$ cat src/rtl/da_cache_reader.sv
// Read-side engine of the ping-pong RAM cache.
// Drains 2**AW-word banks towards the DA converter at one sample per DIV clocks.
module da_cache_reader #(
    parameter int AW   = 8,
    parameter int DW   = 32,
    parameter int DA_W = 8,
    parameter int DIV  = 4
) (
    input  logic            rdclock,
    input  logic            rst,
    input  logic            en,
    input  logic [1:0]      bank_ready,
    input  logic [DW-1:0]   q,
    output logic [AW:0]     rdaddress,
    output logic            rden,
    output logic [DA_W-1:0] da_data,
    output logic            da_valid,
    output logic [1:0]      bank_release,
    output logic            underrun,
    input  logic            clr_underrun
);

    localparam int CW = (DIV > 1) ? $clog2(DIV) : 1;

    typedef enum logic [1:0] {IDLE, PLAY, STARVE} state_t;

    state_t          state;
    state_t          state_nxt;
    logic            cur_bank;
    logic [AW-1:0]   word_addr;
    logic [CW-1:0]   div_cnt;
    logic            held;
    logic            rd_pend;
    logic [AW:0]     last_addr;
    logic [DA_W-1:0] hold;

    logic cur_ready;
    logic wa_zero;
    logic wa_last;
    logic rd_slot;
    logic starve;
    logic abort;
    logic enter;

    always_comb begin
        cur_ready = bank_ready[cur_bank];
        wa_zero   = (word_addr == '0);
        wa_last   = (word_addr == '1);
        rd_slot   = (state == PLAY) && (div_cnt == '0);
        // the ready level only matters at the start of a bank
        starve    = rd_slot && wa_zero && !cur_ready;
        rden      = rd_slot && !starve;
        abort     = (state != IDLE) && !en;
        state_nxt = state;
        enter     = 1'b0;
        if (abort) begin
            state_nxt = IDLE;
        end else begin
            unique case (state)
                IDLE: begin
                    if (en && cur_ready) begin
                        state_nxt = PLAY;
                        enter     = 1'b1;
                    end
                end
                PLAY: begin
                    if (starve) state_nxt = STARVE;
                end
                STARVE: begin
                    if (cur_ready) begin
                        state_nxt = PLAY;
                        enter     = 1'b1;
                    end
                end
                default: state_nxt = IDLE;
            endcase
        end
    end

    assign rdaddress = rden ? {cur_bank, word_addr} : last_addr;
    assign da_valid  = rd_pend;
    assign da_data   = rd_pend ? q[DA_W-1:0] : hold;

    always_ff @(posedge rdclock or posedge rst) begin
        if (rst) state <= IDLE;
        else     state <= state_nxt;
    end

    always_ff @(posedge rdclock or posedge rst) begin
        if (rst) begin
            cur_bank     <= 1'b0;
            word_addr    <= '0;
            div_cnt      <= '0;
            held         <= 1'b0;
            rd_pend      <= 1'b0;
            last_addr    <= '0;
            hold         <= '0;
            bank_release <= 2'b00;
            underrun     <= 1'b0;
        end else begin
            rd_pend <= rden;
            if (rd_pend) hold <= q[DA_W-1:0];
            if (rden) last_addr <= {cur_bank, word_addr};
            // held guards against releasing a bank twice on abort
            if ((rden && wa_last) || (abort && held))
                bank_release <= cur_bank ? 2'b10 : 2'b01;
            else
                bank_release <= 2'b00;
            if (starve && en)      underrun <= 1'b1;
            else if (clr_underrun) underrun <= 1'b0;
            if (abort) begin
                cur_bank  <= 1'b0;
                word_addr <= '0;
                div_cnt   <= '0;
                held      <= 1'b0;
            end else begin
                if (enter) begin
                    div_cnt <= '0;
                    held    <= 1'b1;
                end else if (state == PLAY) begin
                    div_cnt <= (div_cnt == CW'(DIV - 1)) ? '0 : div_cnt + 1'b1;
                end
                if (rden) begin
                    word_addr <= word_addr + 1'b1;
                    if (wa_last) begin
                        cur_bank <= ~cur_bank;
                        held     <= 1'b0;
                    end else if (wa_zero) begin
                        held <= 1'b1;
                    end
                end
            end
        end
    end

endmodule
$ cat config.mk
export PLATFORM = sky130hd
export DESIGN_NAME = da_cache_reader
export DESIGN_NICKNAME = d
export VERILOG_FILES = /design/src/rtl/da_cache_reader.sv
export SDC_FILE = /design/constraint.sdc
export NUM_CORES = 1
export LEC_CHECK = 0
export ABC_AREA = 1
export CORE_MARGIN = 5
export CORE_UTILIZATION = 48
export DETAILED_ROUTE_END_ITERATION = 8
export MAX_ROUTING_LAYER = met4
export PLACE_DENSITY_LB_ADDON = 0.12
export SYNTH_ARGS = -nofsm -noshare
export SYNTH_HDL_FRONTEND = slang
export SYNTH_SLANG_ARGS = --single-unit
$ cat constraint.sdc
create_clock -name rdclock -period 3.6 [get_ports rdclock]
set_clock_uncertainty 0.2 [all_clocks]
set_input_delay 0.36 -clock rdclock [delete_from_list [all_inputs] [get_ports rdclock]]
set_output_delay 0.36 -clock rdclock [all_outputs]
set_load 0.02 [all_outputs]
==> flow_summary.yaml <==
run_status:
  status: "finished clean"
placement:
  place_inst: 263
  dp_slack_ns: 0.835
  post-dp-hpwl_mm: 2.41
  port_buffers: 35
  gp_congestion: 0.838
  dpl_cell_area_mm2: 0.00206
layout:
  drive_above_1_share_pct: 11.1
  synthToLayoutAreaGrowth_pct: 26.1
  nets: 266
  fin_area_mm2: 0.00213
  mostFrequentLayoutCells: "nand2_1 (43), dfrtp_1 (35), clkdlybuf4s50_1 (35), inv_1 (24), nand3_1 (13)"
  final_common_cell: "nand2_1"
  diodes: 0
  fin_cells: 271
setup_path:
  end_kind: "output port"
  crit_path_frequent_cell: "nand2_1"
  critical_path.endpoint: "rdaddress[0]"
  r2r_cells: 9
  slowest_delay_ns: 0.64
  cp.arrival_ns: 2.35
  regToRegStartpoint: "word_addr[0]"
  crit_path_cell_trace: "inv_1, ha_1, nand2_1, nor2_4, nand2_4, nand2_8, nand2_1, o21ai_1, clkdlybuf4s50_1"
  r2r_slack_ns: 1.86
  cp-start-kind: "register"
  r2r_end: "word_addr[3]"
  cp.required_ns: 3.04
  crit_slowest_cell: "clkdlybuf4s50_1"
  critical_path_class: "register to output port"
  worstSetupStartpoint: "word_addr[0]"
  path_max_fanout: 23
die:
  rows: 21
  core_area_mm2: 0.00336
  die_h_um: 69.3
  fp.dieArea_mm2: 0.00481
  die_x_um: 69.3
  initial_core_util_pct: 50.2
  ios: 60
power:
  peakVddDrop_uv: 421
  p_per_area_mw_per_mm2: 861
  leakage_nw: 1.04
clocking:
  clk_pin_slew_worst_paths_ns: 0.10
  htree_num_levels: 2
  cts.sinks: 35
  insertion_delay_ns: 0.33
  cts_resized: 0
  cts_buffer_depth: 2
  cts_tree: "done"
  cts_buffers: 5
  post-cts-setup-buffers: 0
  root_buffer: "clkbuf_4"
  cts-hold-fix-buffers: 0
sta:
  period_needed_ns: 2.91
  hold_slack_ns: 0.202
  grt_setup_unrepaired: "no"
  period_share_pct: 80.8
  hold_viol: 0
  maxSlewViolCount: 0
  slew_headroom_pct: 71.2
  fmax_ghz: 0.344
  setup_viol: 0
  tightest_slew_ns: 0.431
  fin_setup_tns_ns: 0
  fin_ws_ns: 0.692
routing:
  avgViaCountPerCell: 4.87
  drc: 0
  drt_first_pass_iters: 4
  wl_per_cell_um: 12.0
  vias: 1319
  wl_mm: 3.26
  initialDrtViolationCount: 68
  drtAntennaViolNets: 0
global_routing:
  grt_first_pass_wirelength_mm: 5.99
  gr-usage-all-layers_pct: 15.9
  antenna_found_initial: 0
  grt_max_degree: 36
  grt_pass1_vias: 1315
  overflow: 0
job:
  maxCapViolCount: 0
min_path:
  hold_class: "input port to async pin"
logic_synthesis:
  syn_avg_cell_area_um2: 9.08
  synth-seq-cells: 35
  synthesis.area_mm2: 0.00169
  synth_fp_nets: 228
  ys_seq_area_share_pct: 51.9
  netlist_instances: 186
  ys_types: 24
  yosysWarningCount: 0
stage by stage:
stage	util, %	total power, mW
2_1_floorplan	-	1.30
4_1_cts	63.4	1.86
5_1_grt	63.4	2.00
6_report	63.4	1.83
3_5_place_dp	61.3	1.62
3_3_place_gp	61.3	1.59
routing by layer:
metal	global-route usage [%]	vias up	wire length, µm
met5	-	-	0
met4	5.86	0	48
met3	5.07	7	152
met2	26.0	25	1630
met1	18.4	611	1430
li1	-	676	-
synth_stat cells:
cell type  instances  area (µm²)
ha_1               4        50.1
nand2_8            1        20.0
nand4_1            8        50.1
a21oi_1            4        20.0
buf_6              3        33.8
nand3b_1           1        7.51
dfrtp_1           35         876
nand2_4            2        22.5
nor2_2             1        6.26
buf_2              1        5.00
nor2_1            12        45.0
nor3b_1            1        7.51
inv_2              2        7.51
buf_4              1        7.51
clkbuf_1           1        3.75
nand2_1           43         161
nand3_1           13        65.1
o21ai_0            8        40.0
xor2_1             2        17.5
nand2_2            1        6.26
o21ai_1            9        45.0
inv_1             24        90.1
nor2_4             1        11.3
mux2_2             8        90.1
worst min path at each step:
stage / from / to / slack (ns) / depth (start not counted)
3_5_place_dp: hold[5] / hold[5] / 0.29 / 1
4_1_cts: rst / word_addr[6] / 0.21 / 3
6_report: rst / hold[2] / 0.20 / 3
5_1_grt: rst / hold[2] / 0.24 / 3
2_1_floorplan: clr_underrun / underrun / 0.27 / 1
3_3_place_gp: last_addr[5] / last_addr[5] / 0.28 / 2
flip-flops by register name (all words and copies together) (netlist names):
signal        cells
bank_release      2
cur_bank          1
da_valid          1
div_cnt           2
held              1
hold              8
last_addr         9
state             2
underrun          1
word_addr         8
final cells by class:
cell class / instances / area [µm²]
inverters: 26 / 97.6
multi-input cells: 119 / 666
well taps: 46 / 57.6
fillers: 321 / 1230
clock buffers: 8 / 68.8
repair buffers: 37 / 365
flip-flops and latches: 35 / 876
power by group:
| group | total (mW) | internal (mW) | switching, mW |
|---|---|---|---|
| Combinational | 0.954 | 0.405 | 0.548 |
| Clock | 0.239 | 0.115 | 0.124 |
| Sequential | 0.642 | 0.540 | 0.101 |
worst max-delay path, delay by kind of cell (launching register included):
kind / cells / cell delay [ns]
buffers and inverters: 2 / 0.76
and+or+nand+nor: 5 / 0.57
DFF: 1 / 0.42
adders and majority gates: 1 / 0.16
AOI/OAI and AO/OA: 1 / 0.12
logic make-up after synthesis:
kind of cell	after synthesis	share of synthesized area [%]
adders and majority gates	4	2.96
DFF	35	51.9
xor gates and xnor gates	2	1.04
and+or+nand+nor	84	23.9
buffers and inverters	32	8.74
AOI/OAI and AO/OA	21	6.22
muxes	8	5.33
Note: power is estimated with default switching activity, not from simulation.
